## src/rtl/seq_signed_divider_if.sv

```systemverilog
// Handshake and operand/result bundle for the sequential signed divider.
// The master drives requests and operands; the slave returns results and status.
interface seq_signed_divider_if #(
    parameter int WIDTH = 16
);
    logic             start;
    logic [WIDTH-1:0] a;
    logic [WIDTH-1:0] b;
    logic [WIDTH-1:0] q;
    logic [WIDTH-1:0] r;
    logic             busy;
    logic             done;
    logic             dz;

    modport master (
        output start, a, b,
        input  q, r, busy, done, dz
    );

    modport slave (
        input  start, a, b,
        output q, r, busy, done, dz
    );
endinterface

```

## src/rtl/seq_signed_divider.sv

```systemverilog
// Iterative signed divider: restoring division on magnitudes, one quotient bit
// per clock, then sign correction. Truncates toward zero; remainder follows dividend.
module seq_signed_divider #(
    parameter int WIDTH = 16
) (
    input  logic                 clk,
    input  logic                 rst_n,
    seq_signed_divider_if.slave  bus
);
    localparam int CW = $clog2(WIDTH + 1);

    localparam logic [1:0] IDLE = 2'd0;
    localparam logic [1:0] CALC = 2'd1;
    localparam logic [1:0] FIX  = 2'd2;

    logic [1:0]       state_reg;
    logic [CW-1:0]    cnt_reg;
    logic [WIDTH:0]   rem_reg;
    logic [WIDTH-1:0] quo_reg;
    logic [WIDTH:0]   mag_b_reg;
    logic [WIDTH-1:0] a_orig_reg;
    logic             sign_q_reg;
    logic             sign_r_reg;
    logic             zero_reg;
    logic [WIDTH-1:0] q_reg;
    logic [WIDTH-1:0] r_reg;
    logic             dz_reg;
    logic             done_reg;

    logic [WIDTH-1:0] abs_a;
    logic [WIDTH:0]   b_ext;
    logic [WIDTH:0]   abs_b;
    logic [WIDTH+1:0] shifted;
    logic [WIDTH+1:0] trial;
    logic [WIDTH-1:0] q_fix;
    logic [WIDTH-1:0] r_fix;

    always_comb begin
        // W-bit negate of the most negative value wraps to itself, which reads
        // correctly as the unsigned magnitude 2^(W-1).
        abs_a   = bus.a[WIDTH-1] ? (WIDTH'(0) - bus.a) : bus.a;
        b_ext   = {bus.b[WIDTH-1], bus.b};
        abs_b   = bus.b[WIDTH-1] ? ((WIDTH+1)'(0) - b_ext) : b_ext;
        shifted = {rem_reg, quo_reg[WIDTH-1]};
        trial   = shifted - {1'b0, mag_b_reg};
        q_fix   = sign_q_reg ? (WIDTH'(0) - quo_reg) : quo_reg;
        r_fix   = sign_r_reg ? (WIDTH'(0) - rem_reg[WIDTH-1:0]) : rem_reg[WIDTH-1:0];
    end

    always_ff @(posedge clk or negedge rst_n) begin
        if (!rst_n) begin
            state_reg  <= IDLE;
            cnt_reg    <= '0;
            rem_reg    <= '0;
            quo_reg    <= '0;
            mag_b_reg  <= '0;
            a_orig_reg <= '0;
            sign_q_reg <= 1'b0;
            sign_r_reg <= 1'b0;
            zero_reg   <= 1'b0;
            q_reg      <= '0;
            r_reg      <= '0;
            dz_reg     <= 1'b0;
            done_reg   <= 1'b0;
        end else begin
            done_reg <= 1'b0;
            case (state_reg)
                IDLE: begin
                    if (bus.start) begin
                        mag_b_reg  <= abs_b;
                        a_orig_reg <= bus.a;
                        sign_q_reg <= bus.a[WIDTH-1] ^ bus.b[WIDTH-1];
                        sign_r_reg <= bus.a[WIDTH-1];
                        zero_reg   <= (bus.b == '0);
                        rem_reg    <= '0;
                        quo_reg    <= abs_a;
                        cnt_reg    <= CW'(WIDTH);
                        state_reg  <= CALC;
                    end
                end
                CALC: begin
                    // Restoring step: keep the trial difference only if it did not borrow.
                    if (!trial[WIDTH+1]) begin
                        rem_reg <= trial[WIDTH:0];
                        quo_reg <= {quo_reg[WIDTH-2:0], 1'b1};
                    end else begin
                        rem_reg <= shifted[WIDTH:0];
                        quo_reg <= {quo_reg[WIDTH-2:0], 1'b0};
                    end
                    cnt_reg <= cnt_reg - CW'(1);
                    if (cnt_reg == CW'(1)) begin
                        state_reg <= FIX;
                    end
                end
                FIX: begin
                    if (zero_reg) begin
                        q_reg  <= '1;
                        r_reg  <= a_orig_reg;
                        dz_reg <= 1'b1;
                    end else begin
                        q_reg  <= q_fix;
                        r_reg  <= r_fix;
                        dz_reg <= 1'b0;
                    end
                    done_reg  <= 1'b1;
                    state_reg <= IDLE;
                end
                default: begin
                    state_reg <= IDLE;
                end
            endcase
        end
    end

    assign bus.q    = q_reg;
    assign bus.r    = r_reg;
    assign bus.dz   = dz_reg;
    assign bus.done = done_reg;
    assign bus.busy = (state_reg != IDLE);
endmodule
```

## src/flat_wrapper.sv

```systemverilog
// flat-port wrapper written by rule: the top's interface ports become plain ports
module seq_signed_divider_flat 
#(
    parameter int WIDTH = 16
)
  (clk, rst_n, bus_start, bus_a, bus_b, bus_q, bus_r, bus_busy, bus_done, bus_dz);
  seq_signed_divider_if #(.WIDTH(WIDTH)) bus_i ();
  input  logic clk;
  input  logic rst_n;
  input wire logic [$bits(bus_i.start)-1:0] bus_start;
  input wire logic [$bits(bus_i.a)-1:0] bus_a;
  input wire logic [$bits(bus_i.b)-1:0] bus_b;
  output wire logic [$bits(bus_i.q)-1:0] bus_q;
  output wire logic [$bits(bus_i.r)-1:0] bus_r;
  output wire logic [$bits(bus_i.busy)-1:0] bus_busy;
  output wire logic [$bits(bus_i.done)-1:0] bus_done;
  output wire logic [$bits(bus_i.dz)-1:0] bus_dz;
  assign bus_i.start = bus_start;
  assign bus_i.a = bus_a;
  assign bus_i.b = bus_b;
  assign bus_q = bus_i.q;
  assign bus_r = bus_i.r;
  assign bus_busy = bus_i.busy;
  assign bus_done = bus_i.done;
  assign bus_dz = bus_i.dz;
  seq_signed_divider #(.WIDTH(WIDTH)) u_core (.clk(clk), .rst_n(rst_n), .bus(bus_i));
endmodule
```

## config.mk

```make
export PLATFORM = sky130hd
export DESIGN_NAME = seq_signed_divider_flat
export DESIGN_NICKNAME = d
export VERILOG_FILES = /design/src/rtl/seq_signed_divider_if.sv /design/src/rtl/seq_signed_divider.sv /design/src/flat_wrapper.sv
export SDC_FILE = /design/constraint.sdc
export NUM_CORES = 1
export LEC_CHECK = 0
export ABC_AREA = 1
export ABC_CLOCK_PERIOD_IN_PS = 2150
export CAP_MARGIN = 10
export CORE_MARGIN = 10
export CORE_UTILIZATION = 40
export CTS_CLUSTER_DIAMETER = 40
export DETAILED_ROUTE_END_ITERATION = 6
export HOLD_SLACK_MARGIN = 0.1
export SLEW_MARGIN = 5
export SYNTH_ARGS = -nofsm -noshare
export SYNTH_HDL_FRONTEND = slang
export SYNTH_SLANG_ARGS = --single-unit
```

## constraint.sdc

```tcl
create_clock -name clk -period 2.15 [get_ports clk]
set_input_delay 0.43 -clock clk [delete_from_list [all_inputs] [get_ports clk]]
set_output_delay 0.43 -clock clk [all_outputs]
set_load 0.02 [all_outputs]
```

==> results of run 1 <==
==> metrics by stage <==
step | std cells | setup TNS, ns | area (µm²) | util
floorplan | 995 | 0 | 7230 | -
global placement | 1331 | -0.0277 | 8600 | 0.481
detailed placement | 1331 | -0.0378 | 8600 | 0.481
CTS | 1348 | 0 | 8910 | 0.498
global route | 1361 | 0 | 9200 | 0.514
finish | 1361 | 0 | 9200 | 0.514
==> metal layers <==
layer,GRT usage,vias to the layer above
li1,-,3515
met1,0.233,3192
met2,0.248,159
met3,0.0291,14
met4,0.0382,0
met5,0,-
==> timing repair <==
item	CTS	global route
hold buffers	1	0
gates resized for setup	0	30
setup endpoints to repair	0	19
buffers inserted	0	7
endpoints found under the hold margin	17	0
==> cell families (layout without fill, tap and decap cells) <==
kind of cell / Yosys count / in the layout / synth area share
simple gates: 530 / 536 / 0.345
buf+inv: 165 / 296 / 0.0933
compound gates: 144 / 144 / 0.114
flops: 109 / 109 / 0.377
fa+ha+maj: 24 / 24 / 0.0426
xor+xnor: 22 / 22 / 0.0266
mux: 1 / 1 / 0.00138
==> cell type report <==
class	instances	area (µm²)
Clock buffer	9	225
Inverter	134	503
Fill cell	1786	8700
Multi-Input combinational cell	727	4060
Timing Repair Buffer	146	1330
Clock inverter	7	68.8
Tap cell	229	287
Sequential cell	109	2730
==> worst paths after layout <==
path,from,endpoint,slack (ns),depth (start not counted)
setup / recovery,u_core.rem_reg[11],u_core.rem_reg[13],0.1,12
hold / removal,u_core.cnt_reg[3],u_core.cnt_reg[3],0.48,1
setup reg to reg,u_core.rem_reg[11],u_core.rem_reg[13],0.1,12
hold reg to reg,u_core.cnt_reg[3],u_core.cnt_reg[3],0.48,1
max in group asynchronous,rst_n,u_core.quo_reg[2],1.08,3
min in group asynchronous,rst_n,u_core.quo_reg[4],0.50,2
==> power groups by stage <==
stage	clock network (µW)	registers, µW	logic, µW
3_5_place_dp	0	3530	9260
4_1_cts	1730	3500	9300
6_report	1690	3560	10200
3_3_place_gp	0	3510	9130
5_1_grt	1800	3660	11400
2_1_floorplan	0	3600	6310
==> critical path, stage by stage, from the launching register on <==
cell and delay, ns:
dfrtp_1 0.44, ha_4 0.32, nand2_2 0.07, inv_2 0.06, buf_4 0.10, nand2_2 0.08, nor3_4 0.22, nand2_8 0.13
buf_4 0.17, nand3_4 0.14, nand3_2 0.10, nand3_2 0.07, nand2_1 0.05
==> cell usage after synthesis, types with 7 or more instances <==
master and number:
a21oi_1 36, a22oi_1 10, a31oi_1 10, clkbuf_1 21, dfrtp_1 109, ha_1 23
inv_1 124, inv_2 8, nand2_1 270, nand2_2 13, nand3_1 84, nand3_2 28
nand3b_1 10, nand4_1 12, nor2_1 86, nor3_1 11, o21ai_0 60, o22ai_1 7
xnor2_1 7, xor2_1 15
==> impl_results.md, run 1 <==
* ANT nets after route at 0
* FF+latch count, synth at ~110
* Sw Ratio at 0.480
* Ant. Diodes at 0
* Synth Net Count at ~1100
* Worst Setup End Kind: flop
* DR iter-0 viols at approximately 540
* Period utilisation layout at 0.955
* Most frequent cells in the layout: nand2_1, inv_1, dfrtp_1
* Proportion of layout cells with a drive suffix above 1 at 0.163
* Post-synth EDFFs at 0
* Final hold viol count at 0
* Dpl ws at -0.0378 ns
* Worst setup margin at just under 0.1 ns
* Longest Clk Path Bufs at 2
* Register area share after synthesis at 0.377
* Switching pwr at about 7400 µW
* Final hold slack at ~0.48 ns
* Min cycle time layout at approximately 2.1 ns
* Overall routing resource usage at 0.163
* Largest area contributor in the netlist: dfrtp_1
* # rows at between 40 and 50
* CTS buffer count at 9
* Critical path required time at around 2.4 ns
* Post-DP HPWL at about 15 mm
* Leak pwr at 0.00450 µW
* Rel. slew slack at 0.529
* Distinct cell type count after synthesis at 45
* Synth top area share at 0.377
* Worst-path fanout max at 8
* Clk Latency, worst-skew pair at approximately 0.37 ns
* Internal Dissipation at 8000 µW
* Met3 wire length at ~1.1 mm
* Logic pwr share at 0.659
* CTS tree: built
* Antenna violations before repair at 0
* DIE WIDTH at roughly 150 µm
* Max Used Layer: met4
* Die height at 154 µm
* Met2 WL at ~8.8 mm
* Clock transition at path regs at 0.08 ns
* Post-Syn Area at 7230 µm²
* Residual DRC at 0
* Total power at 15400 µW
* Primary FF master, synth: dfrtp_1
* Largest net degree at the start of global routing at between 40 and 50
* RSZ-0062 raised after global routing: no
* Clk root buf: clkbuf_16
* Peak VDD IR at between 0.0007 and 0.0008 V
* Via density at around 5.1
* Vias in the first global route at approximately 6300
* Post-synthesis async set-or-reset flop share at 1.00
* Port Buf Inserts at 69
* Clock Skew at between 0.015 and 0.02 ns
* Reg power frac at 0.231
* Worst-Margin Slew at a little over 0.7 ns
* Drt total wl at 20.3 mm
* Vias at about 6900
* Yosys warning total at 0
* Clock power share at 0.110
* Core area at 17900 µm²
* # IOs at 70
* WL met1 at 10.1 mm
* GR Overflow Total at 0
* Synth area leaders: dfrtp_1, nand2_1, inv_1
* Slew Viols, Final at 0
* Post-DR wirelength/cell at 14.9 µm
* First-pass GRT wire length at between 30 and 40 mm
* Fmax at 0.487 GHz
* CP startpoint kind: flop
* Kind of critical path: reg -> reg
* Sink Count at ~110
* Avg Cell Area, Syn at 7.27 µm²
* Layout Nets at around 1200
* Status: finished, final reports clean
* Initial Utilization at 0.404
* P&R area growth vs syn at 27.2%
* Syn Inst Count at ~1000
* Max Cap Viol at 0
* Routability-driven placement congestion ratio at a little under 0.9
* DIE AREA at roughly 24000 µm²
* H-tree depth at 3
* Most common cell after layout, fill and taps aside: nand2_1
* Pwr dens at 1670 nW/µm²
* CP arrival at 2.31 ns
* Setup violators final at 0
* Pre-antenna DRT Iters at 7
* Hold Crit Class: reg -> reg
Note: power is estimated with default switching activity, not from simulation.
==> inputs of run 2 (changes only) <==
CORE_ASPECT_RATIO = 0.5   (was not set)
==> impl_results.md, run 2 (synthesis results as in run 1) <==
* Status: finished, final reports clean
* Peak VDD IR at 0.000623 V (-16%)
* Min cycle time layout at 2.06 ns (+0.00325 ns)
* Dpl cells at 1333 (+0.15%)
* Fin cells at 1362 (+0.073%)
* Layout Nets at 1182 (-0.34%)
* CP startpoint kind: flop
* Clock transition at path regs at 0.09 ns (about the same)
* Critical path required time at 2.42 ns (+0.02 ns)
* Crit path largest cell delay at 0.36 ns (-0.08 ns)
* # IOs at 70 (unchanged)
* CTS buffer count at 9 (unchanged)
* Drt total wl at 21.2 mm (+4.8%)
* CP arrival at 2.32 ns (about the same)
* DIE WIDTH at 210 µm (+36%)
* Sink Count at 109 (unchanged)
* Antenna violations before repair at 0 (unchanged)
* Leak pwr at 0.00451 µW (+0.17%)
* Final hold viol count at 0 (unchanged)
* Area after DPL at 8560 µm² (-0.48%)
* Fmax at 0.486 GHz (-0.16%)
* RR Endpoint: u_core.rem_reg[11]
* Core area at 17600 µm² (-1.9%)
* Initial Utilization at 0.412 (+0.00765)
* Longest Clk Path Bufs at 2 (unchanged)
* Clock Skew at 0.0131 ns (-0.00213 ns)
* First-pass GRT wire length at 33.9 mm (+5.1%)
* Proportion of layout cells with a drive suffix above 1 at 0.153 (-0.0101)
* CP delay by family, top: simple AND/OR/NAND/NOR gates
* Period utilisation layout at 0.957 (+0.00151)
* Worst Path Buf+Inv at 4 (+1)
* Overall routing resource usage at 0.172 (+0.00867)
* H-tree depth at 3 (unchanged)
* Crit-path cells: inv_1 > ha_1 > nand2_2 > inv_2 > nand2_2 > nand2_2 > nand2_2 > nand2_2 > nor2_4 > buf_4 > nand2_8 > nand2_8 > buf_4 > nand3_2 > nand3_1 > nand2_1
* Most frequent cells in the layout: nand2_1, inv_1, dfrtp_1
* Fin area at 9140 µm² (-0.67%)
* Hold Crit Class: reg -> reg
* Kind of critical path: reg -> reg
* DIE AREA at 24200 µm² (+1.4%)
* Routability-driven placement congestion ratio at 0.883 (+1.8%)
* Final hold slack at 0.486 ns (+0.0103 ns)
* Worst-Margin Slew at 0.637 ns (-0.0693 ns)
* # rows at 34 (-31%)
* Via density at 5.06 (+0.10%)
* Post-DR wirelength/cell at 15.6 µm (+4.7%)
* CP Capture Point: u_core.rem_reg[11]
* Final cell utilization of the core at 0.520 (+0.00625)
* P&R area growth vs syn at 26.4%
* Critical-path top delay cell: dfrtp_1
* Vias at 6892 (+0.17%)
* DR iter-0 viols at 418 (-22%)
* Port Buf Inserts at 69 (unchanged)
* Setup violators final at 0 (unchanged)
* Most used cell, CP: nand2_2
* ANT nets after route at 0 (unchanged)
* Reg2Reg Depth at 16 (+4)
* Slew Viols, Final at 0 (unchanged)
* Largest net degree at the start of global routing at 40 (-2.4%)
* GR Overflow Total at 0 (unchanged)
* FF-to-FF Start: u_core.mag_b_reg[11]
* Clk Latency, worst-skew pair at 0.37 ns (about the same)
* Pre-antenna DRT Iters at 5 (-2)
* Worst-path fanout max at 7 (-1)
* Worst Setup End Kind: flop
* Clk root buf: clkbuf_16
* Post-DP HPWL at 16.1 mm (+4.5%)
* Rel. slew slack at 0.575 (+0.0457)
* Pwr dens at 1670 nW/µm² (about the same)
* Vias in the first global route at 6508 (+2.8%)
* CP startpoint: u_core.mag_b_reg[11]
* R2r setup slk at 0.09 ns (about the same)
* CTS tree: built
* Max Cap Viol at 0 (unchanged)
* Number of cells on the critical path at 16 (+4)
* Residual DRC at 0 (unchanged)
* Die height at 115 µm (-25%)
* Most common cell after layout, fill and taps aside: nand2_1
* Ant. Diodes at 0 (unchanged)
run 2: cell types whose count changed in the layout (fill, tap and decap cells not counted), sizes merged:
cell / change
nand2: -2
bufinv: +1
nand3: -1
inv: +1
clkinvlp: -2
buf: -1
run 2: final cells by class:
cell class | count | area [µm²]
multi-input cells | 724 | 3990
well taps | 234 | 293
clock inverters | 7 | 100
fillers | 1726 | 8430
flip-flops and latches | 109 | 2730
repair buffers | 145 | 1300
inverters | 134 | 503
clock buffers | 9 | 225
run 2: worst min path at each step:
stage	startpoint	endpoint	slack [ns]	depth (start not counted)
floorplan	rst_n	u_core.a_orig_reg[0]	0.13	0
global placement	rst_n	u_core.bus.q[2]	0.38	1
detailed placement	rst_n	u_core.bus.q[2]	0.38	1
CTS	u_core.cnt_reg[4]	u_core.cnt_reg[4]	0.49	1
global route	u_core.bus.r[8]	u_core.bus.r[8]	0.51	2
finish	u_core.cnt_reg[4]	u_core.cnt_reg[4]	0.49	1
run 2: worst reg2reg max path, stage by stage, from the launching register on:
cell and delay [ns]:
dfrtp_1 0.36, inv_1 0.12, ha_1 0.27, nand2_2 0.09
inv_2 0.05, nand2_2 0.06, nand2_2 0.06, nand2_2 0.06
nand2_2 0.06, nor2_4 0.16, buf_4 0.16, nand2_8 0.09
nand2_8 0.11, buf_4 0.13, nand3_2 0.06, nand3_1 0.08
nand2_1 0.05
run 2: per-stage QoR:
stage	TNS, ns	setup WS (ns)	total power (µW)
after detailed placement	-0.0612	-0.0463	12700
after global routing	-0.0597	-0.0257	16700
after floorplan	0	0.306	9910
final	0	0.0932	15300
after CTS	0	0.0186	14600
after global placement	-0.0237	-0.0237	12600
run 2: repair_timing:
item,in CTS,in global routing
buffers inserted,0,9
hold buffers,1,0
endpoints found under the setup margin,0,19
gates resized for setup,0,21
hold endpoints to repair,25,0
run 2: layer usage:
metal  GRT usage  part of all wire  vias up
li1            -                 -     3502
met5           0                 0        -
met3      0.0359             0.049       13
met2       0.273              0.44      140
met1       0.239              0.50     3237
met4      0.0297            0.0082        0
run 2: power by group:
| part | switching, µW | internal, µW | total [µW] |
|---|---|---|---|
| sequential | 727 | 2900 | 3630 |
| combinational | 5740 | 4080 | 9820 |
| clock | 906 | 948 | 1850 |
| total | 7370 | 7930 | 15300 |
==> inputs of run 3 (changes only) <==
SETUP_SLACK_MARGIN = 0.2   (was not set)
==> impl_results.md, run 3 (synthesis results as in run 1) <==
* Status: finished, final reports clean
* DIE AREA at 24200 µm² (unchanged)
* Peak VDD IR at 0.000713 V (+14%)
* DIE WIDTH at 210 µm (unchanged)
* Hold Crit Class: reg -> reg
* Critical-path top delay cell: dfrtp_1
* Pwr dens at 1740 nW/µm² (+3.7%)
* Clock transition at path regs at 0.09 ns (about the same)
* Clk root buf: clkbuf_16
* Die height at 115 µm (unchanged)
* Min cycle time layout at 1.98 ns (-0.0730 ns)
* GR Overflow Total at 0 (unchanged)
* Port Buf Inserts at 69 (unchanged)
* Via density at 5.06 (about the same)
* Max Cap Viol at 0 (unchanged)
* Worst Setup End Kind: flop
* Critical path required time at 2.39 ns (-0.03 ns)
* Kind of critical path: reg -> reg
* R2r setup slk at 0.17 ns (+0.07 ns)
* Routability-driven placement congestion ratio at 0.883 (unchanged)
* FF-to-FF Start: u_core.rem_reg[11]
* Post-DP HPWL at 16.1 mm (unchanged)
* Ant. Diodes at 0 (unchanged)
* CTS tree: built
* Clk Latency, worst-skew pair at 0.37 ns (about the same)
* Core area at 17600 µm² (unchanged)
* Initial Utilization at 0.412 (unchanged)
* # IOs at 70 (unchanged)
* Dpl cells at 1333 (unchanged)
* Hold path startpoint: u_core.cnt_reg[4]
* CP delay by family, top: simple AND/OR/NAND/NOR gates
* RR Endpoint: u_core.quo_reg[0]
* Layout Nets at 1193 (+0.93%)
* Rel. slew slack at 0.581 (+0.00539)
* Largest net degree at the start of global routing at 40 (unchanged)
* Final hold viol count at 0 (unchanged)
* Worst Path Buf+Inv at 2 (-2)
* Vias at 6949 (+0.83%)
* Pre-antenna DRT Iters at 5 (unchanged)
* Clock Skew at 0.0156 ns (+0.00249 ns)
* Residual DRC at 0 (unchanged)
* Crit-path cells: ha_4 > nand2_4 > inv_2 > nand2_2 > nand2_2 > nand2_2 > nand2_2 > nor2_4 > nand3_4 > buf_6 > nand3_4 > o211ai_1
* Most common cell after layout, fill and taps aside: nand2_1
* Drt total wl at 21.6 mm (+1.9%)
* Most used cell, CP: nand2_2
* Fin cells at 1373 (+0.81%)
* Worst Hold Path Cells at 1 (unchanged)
* Longest Clk Path Bufs at 2 (unchanged)
* Vias in the first global route at 6685 (+2.7%)
* Post-DR wirelength/cell at 15.8 µm (+1.1%)
* Antenna violations before repair at 0 (unchanged)
* RSZ-0062 raised after global routing: yes
* First-pass GRT wire length at 34.8 mm (+2.6%)
* Crit path largest cell delay at 0.44 ns (+0.08 ns)
* Worst-Margin Slew at 0.628 ns (-0.00807 ns)
* WHS Endpoint: u_core.cnt_reg[4]
* DR iter-0 viols at 466 (+11%)
* H-tree depth at 3 (unchanged)
* Setup violators final at 0 (unchanged)
* # rows at 34 (unchanged)
* Reg2Reg Depth at 12 (-4)
* CTS buffer count at 9 (unchanged)
* CP arrival at 2.22 ns (-0.10 ns)
* Leak pwr at 0.00462 µW (+2.4%)
* Overall routing resource usage at 0.176 (+0.00451)
* Slew Viols, Final at 0 (unchanged)
* CP startpoint kind: flop
* Fmax at 0.504 GHz (+3.7%)
* ANT nets after route at 0 (unchanged)
* Worst-path fanout max at 8 (+1)
* Proportion of layout cells with a drive suffix above 1 at 0.209 (+0.0556)
* Total power at 16500 µW (+8.0%)
* Period utilisation layout at 0.923 (-0.0340)
* Most frequent cells in the layout: nand2_1, inv_1, dfrtp_1
* Sink Count at 109 (unchanged)
* P&R area growth vs syn at 31.7%
[run 3: layout make-up]
class	instances	area, µm²
clock inverter	7	100
tap	234	293
sequential	109	2730
clock buffer	9	225
timing repair buffer	157	1440
multi-input combinational	723	4230
inverter	134	503
fill	1681	8050
[run 3: worst max-delay path by stage]
stage / startpoint / end / slack (ns) / depth (start not counted)
finish: u_core.rem_reg[11] / u_core.quo_reg[0] / 0.17 / 12
global route: u_core.rem_reg[11] / u_core.quo_reg[0] / 0.06 / 12
detailed placement: bus_a[1] / u_core.quo_reg[14] / -0.05 / 10
global placement: bus_a[1] / u_core.quo_reg[14] / -0.02 / 10
floorplan: u_core.rem_reg[9] / u_core.rem_reg[0] / 0.31 / 14
CTS: u_core.rem_reg[9] / u_core.rem_reg[1] / 0.19 / 14
[run 3: what timing repair did]
| action | CTS | global route |
|---|---|---|
| gates cloned | 2 | 2 |
| hold endpoints to repair | 25 | 0 |
| gates resized for setup | 41 | 47 |
| setup buffers | 12 | 7 |
| hold buffers | 1 | 0 |
| pin swaps | 16 | 17 |
| setup endpoints to repair | 19 | 30 |
[run 3: power breakdown]
group          internal, µW  leakage, µW  total (µW)  switching (µW)
logic                  4760      0.00317       11000            6270
clock network           947     0.000158        1850             902
registers              2910      0.00129        3660             745
total                  8620      0.00462       16500            7920
[run 3: through the flow]
stage	setup TNS, ns	instance area, µm²	hold WS [ns]	util	setup WS, ns
3_3_place_gp	-0.0237	8560	0.378	0.487	-0.0237
6_report	0	9520	0.486	0.542	0.166
2_1_floorplan	0	7230	0.134	-	0.306
4_1_cts	0	9240	0.487	0.526	0.190
5_1_grt	0	9520	0.512	0.542	0.0585
3_5_place_dp	-0.0612	8560	0.377	0.487	-0.0463
[run 3: routing by layer]
layer | track usage | share of wire
met1 | 0.243 | 0.49
met3 | 0.0359 | 0.047
met2 | 0.284 | 0.45
met4 | 0.0297 | 0.010
met5 | 0 | 0
